===== src/rtl/cga_vram_arbiter.sv =====
// cga_vram_arbiter
//   Shares the single video RAM port between CGA display fetches and CPU
//   memory cycles from the ISA bus. A CPU access is only granted when the
//   sequencer phase hits SLOT_START, and only if the display is not fetching
//   in that cycle. Once granted, the CPU owns the port for SLOT_LEN cycles.
//   ISA wait states are produced on bus_rdy so software sees real contention.
//
// Ports
//   clk, reset          system clock, synchronous active-high reset
//   clkdiv[4:0]         sequencer phase counter
//   disp_req, disp_addr display fetch request and address
//   bus_a, bus_d        CPU offset in the B8000 window, CPU write data
//   bus_memr_l/memw_l   decoded ISA read/write strobes (active low)
//   cpu_dout, bus_rdy   CPU read data (held), ISA ready (low = wait)
//   ram_a, ram_we_l,    VRAM address, write enable (active low),
//   ram_din, ram_dout   write data, read data (valid with address)
//   snow                pulse for each refused display fetch (1-cycle late)
//
// States
//   IDLE      | no CPU cycle in progress; watching for a strobe edge
//   WAIT_SLOT | CPU cycle latched, waiting for clkdiv == SLOT_START
//   ACCESS    | CPU owns the RAM port for SLOT_LEN cycles
//   DONE      | access complete, waiting for both strobes to release

module cga_vram_arbiter #(
    parameter bit         USE_BUS_WAIT = 1'b1,
    parameter logic [4:0] SLOT_START   = 5'd17,
    parameter logic [2:0] SLOT_LEN     = 3'd3,
    parameter bit         VRAM_32K     = 1'b0
) (
    input  logic        clk,
    input  logic        reset,
    input  logic [4:0]  clkdiv,
    input  logic        disp_req,
    input  logic [18:0] disp_addr,
    input  logic [14:0] bus_a,
    input  logic        bus_memr_l,
    input  logic        bus_memw_l,
    input  logic [7:0]  bus_d,
    output logic [7:0]  cpu_dout,
    output logic        bus_rdy,
    output logic [18:0] ram_a,
    output logic        ram_we_l,
    output logic [7:0]  ram_din,
    input  logic [7:0]  ram_dout,
    output logic        snow
);

    typedef enum logic [1:0] {IDLE, WAIT_SLOT, ACCESS, DONE} state_t;

    state_t      state;
    logic [2:0]  cnt;
    logic        memr_s;
    logic        memw_s;
    logic        both_q;
    logic [14:0] a_q;
    logic [7:0]  d_q;
    logic        wr_q;
    logic        start;
    logic        a14;

    // A cycle starts on the falling edge of the AND of the synced strobes,
    // so a strobe held low never retriggers.
    assign start = both_q & ~(memr_s & memw_s);

    always_ff @(posedge clk) begin
        if (reset) begin
            state    <= IDLE;
            cnt      <= '0;
            memr_s   <= 1'b1;
            memw_s   <= 1'b1;
            both_q   <= 1'b1;
            a_q      <= '0;
            d_q      <= '0;
            wr_q     <= 1'b0;
            bus_rdy  <= 1'b1;
            cpu_dout <= 8'h00;
            snow     <= 1'b0;
        end else begin
            memr_s <= bus_memr_l;
            memw_s <= bus_memw_l;
            both_q <= memr_s & memw_s;
            snow   <= (state == ACCESS) && disp_req;

            case (state)
                IDLE: begin
                    if (start) begin
                        a_q   <= bus_a;
                        d_q   <= bus_d;
                        wr_q  <= ~memw_s;  // write wins if both strobes low
                        state <= WAIT_SLOT;
                        if (USE_BUS_WAIT) bus_rdy <= 1'b0;
                    end
                end
                WAIT_SLOT: begin
                    // Display has priority at grant time; a refused slot
                    // simply waits for the next wrap of clkdiv.
                    if (clkdiv == SLOT_START && !disp_req) begin
                        state <= ACCESS;
                        cnt   <= SLOT_LEN - 3'd1;
                    end
                end
                ACCESS: begin
                    if (cnt == 3'd0) begin
                        if (!wr_q) cpu_dout <= ram_dout;
                        state   <= DONE;
                        bus_rdy <= 1'b1;
                    end else begin
                        cnt <= cnt - 3'd1;
                    end
                end
                DONE: begin
                    if (memr_s & memw_s) state <= IDLE;
                end
                default: state <= IDLE;
            endcase
        end
    end

    // Port mux is combinational on the registered state so a reset drops
    // the write enable as soon as the state returns to IDLE.
    assign a14 = VRAM_32K ? a_q[14] : 1'b0;

    always_comb begin
        ram_a    = disp_addr;
        ram_we_l = 1'b1;
        ram_din  = d_q;
        if (state == ACCESS) begin
            ram_a    = {4'h0, a14, a_q[13:0]};
            ram_we_l = ~wr_q;
        end
    end

endmodule


===== config.mk =====
export PLATFORM = sky130hd
export DESIGN_NAME = cga_vram_arbiter
export DESIGN_NICKNAME = d
export VERILOG_FILES = /design/src/rtl/cga_vram_arbiter.sv
export SDC_FILE = /design/constraint.sdc
export NUM_CORES = 1
export LEC_CHECK = 0
export ABC_AREA = 1
export CAP_MARGIN = 20
export CORE_ASPECT_RATIO = 0.7
export CORE_MARGIN = 4
export CORE_UTILIZATION = 39
export CTS_BUF_LIST = sky130_fd_sc_hd__clkbuf_16
export CTS_CLUSTER_DIAMETER = 60
export DETAILED_ROUTE_END_ITERATION = 8
export PLACE_DENSITY = 0.77
export REMOVE_ABC_BUFFERS = 1
export SLEW_MARGIN = 20
export SYNTH_ARGS = -nofsm -noshare
export SYNTH_HDL_FRONTEND = slang
export SYNTH_SLANG_ARGS = --single-unit

===== constraint.sdc =====
create_clock -name clk -period 1.5 [get_ports clk]
set_clock_uncertainty 0.1 [all_clocks]
set_input_delay 0.15 -clock clk [delete_from_list [all_inputs] [get_ports clk]]
set_output_delay 0.15 -clock clk [all_outputs]
set_load 0.05 [all_outputs]

==> impl_results.md, run 1 <==
- Final wirelength: 6447 um
- Req. time, crit path: 1.25 ns
- Worst path bufs/invs: 5
- First-pass GRT wire length: 8776 um
- Synth top area cells: dfxtp_1 45%, o21ai_0 10%, nand2_1 9.7%
- Max cap viols: 0
- Residual DRC: 0
- Slew margin rel.: 67.08%
- Gate Count Post-Synth: 250
- Post-route setup slack: -0.2033 ns
- RSZ-0062 raised after global routing: yes
- M2 GR Usage: 31.57%
- Mapped cell area: 1819 um^2
- Placement Cell Area: 3128 um^2
- GRT Residual Overflow: 0
- Cts hold-fix bufs: 0
- Yosys cell types: 23
- Dpl hpwl: 3825 um
- Drt wl/cell: 15.13 um
- Site Rows: 20
- Synth Warn #: 0
- Status: complete, but fails checks
- Final cell count without fillers: 426
- Failing checks: negative setup slack
- Met3 usage: 6.015%
- Startpoint types: flop
- Diode count: 0
- Clock Sinks: 41
- CP Cell Sequence: inv_2 -> ha_4 -> inv_8 -> buf_16 -> o21ai_2 -> buf_4 -> buf_12
- Largest area contributor in the netlist: dfxtp_1
- Area growth syn-to-layout: 105.3%
- CP max FO: 14
- Dpl cells: 412
- TritonCTS clock tree: yes
- WS Path Type: reg2out
- Initial antenna violation count: 0
- Die ar.: 5839 um^2
- Worst Setup End Kind: output pin
- FMAX: 587.1 MHz
- Worst-path clk slew: 0.06 ns
- Routability congestion estimate: 0.7916
- CP top delay family: buffers and inverters
- Die Wd: 89.63 um
- All-Layer GR Usage: 19.29%
- Detailed Routing Iterations Pass 1: 4
- Dpl ws: -0.01771 ns
- Max H-tree Level: 2
- Starting Density: 41.07%
- Slowest CP cell: dfxtp_2
- Number of synthesized register bits: 41
- Fin crit period: 1.703 ns
- Slew Limit Fails: 0
- Routed vias: 2116
- Inserted Clock Buffers: 5
- Clock Latency Late Sink: 0.27 ns
- Worst slew pin tran: 0.4930 ns
- Clk buf depth: 2
- Largest net degree at the start of global routing: 29
- Period utilisation layout: 113.6%
- Maximum vdd drop: 0.001062 V
- Met1 Use GR: 24.90%
- Core area: 4429 um^2
- Finished Cell Area: 3735 um^2
- Die H: 65.14 um
- Iter 0 DRT Violations: 89
- Share of layout cells above drive strength 1: 37.20%
- Avg Inst Size Synth: 7.277 um^2
- Hold Vio Cnt, Final: 0
- Post-DRT Antenna Nets: 0
- Register area share after synthesis: 45.12%
- Via density per instance: 4.967
- IO Count: 98
- Buffers on Ports: 96
- Yosys top cell area share: 45.12%
- Final net count: 436
- Busiest layer in global routing: met2
- Final setup fails: 23
- Root buf cell: clkbuf_16
- Static Leak: 0.001598 uW
- Cell Pwr Density: 1756 nW/um^2
- Max incr delay on CP: 0.33 ns
- Vias in the first global route: 1946
- Worst min path class: in2reg
- Critical path arrival: 1.45 ns
## synthesized netlist by cell type (all sizes together)
| library cell | n |
|---|---|
| and2 | 1 |
| buf | 7 |
| clkbuf | 3 |
| xnor2 | 1 |
| nand3 | 7 |
| ha | 6 |
| a21oi | 30 |
| dfxtp | 41 |
| clkinv | 1 |
| o21ai | 38 |
| inv | 31 |
| or2 | 2 |
| nor2 | 31 |
| nand2 | 51 |
## metal layers
| layer | share of wire [%] | vias up |
|---|---|---|
| li1 | - | 1044 |
| met1 | 42 | 984 |
| met3 | 6.9 | 4 |
| met2 | 50 | 84 |
| met4 | 0.62 | 0 |
| met5 | 0 | - |
## cells in the final DEF, fill, tap and decap left out, drive strengths merged
cell and count:
buf 62, clkdlybuf4s50 58, nand2 52, dfxtp 41
o21ai 38, inv 32, nor2 31, a21oi 30
clkbuf 7, nand3 7, ha 6, clkinv 3
or2 2, and2 1, xnor2 1
## worst register-to-register path, stage by stage, from the launching register on
cell	delay (ns)
dfxtp_2	0.34
inv_2	0.06
ha_4	0.18
buf_4	0.16
buf_12	0.15
nand2_4	0.09
nand2_2	0.07
nor2_4	0.13
nand3_1	0.09
nand2_1	0.07
nor2_1	0.05
## sequential cells by signal (all words and copies together), names as in the netlist
name	flops
cnt	3
snow	1
wr_q	1
memw_s	1
ram_din	8
both_q	1
a_q	14
bus_rdy	1
memr_s	1
state	2
cpu_dout	8
## final timing paths
path             from    endpoint  slack [ns]  cells past startpoint
max          state[0]    ram_a[1]       -0.20                      7
max reg2reg  state[0]    state[1]       -0.08                     10
min reg2reg   a_q[11]     a_q[11]        0.36                      2
min          bus_d[4]  ram_din[4]        0.33                      3
## cell families after synthesis
family / after synthesis / synth area share (%)
and+or+nand+nor: 92 / 21.66
adders and majority gates: 6 / 4.126
DFF: 41 / 45.12
xor gates and xnor gates: 1 / 0.4815
AOI/OAI and AO/OA: 68 / 18.71
buffers and inverters: 42 / 9.903
## final cells by class
cell class / instances / area (um^2)
Timing Repair Buffer: 122 / 1456
Multi-Input combinational cell: 168 / 1112
Sequential cell: 41 / 825.8
Fill cell: 237 / 694.4
Inverter: 32 / 132.6
Clock buffer: 5 / 125.1
Tap cell: 55 / 68.82
Clock inverter: 3 / 13.76
## repair_timing
item,CTS,global route
endpoints found under the setup margin,33,44
cloned,3,3
gates resized for setup,60,52
buffers inserted,2,4
pin swaps,4,11
## power breakdown
part | total (uW) | internal, uW | switching [uW]
clock | 998 | 603 | 395
combinational | 4050 | 1750 | 2300
sequential | 1510 | 1370 | 136
total | 6560 | 3730 | 2830
## through the flow
step | total power, uW | setup TNS (ns) | hold WS, ns | utilization (%)
6_report | 6559 | -3.371 | 0.3262 | 84.32
5_1_grt | 6875 | -4.769 | 0.3321 | 84.32
4_1_cts | 6091 | -2.593 | 0.3235 | 78.79
3_5_place_dp | 4672 | -0.1083 | 0.3425 | 70.62
3_3_place_gp | 4597 | -0.0002878 | 0.3334 | 70.62
2_1_floorplan | 3240 | -14.32 | 0.1191 | -
(Power assumes the default switching activity.)
==> run 2: changes to the inputs <==
CAP_MARGIN = 15   (was 20)
==> results of run 2 <==
No change in the layout: final DEF, timing and power equal those of run 1.
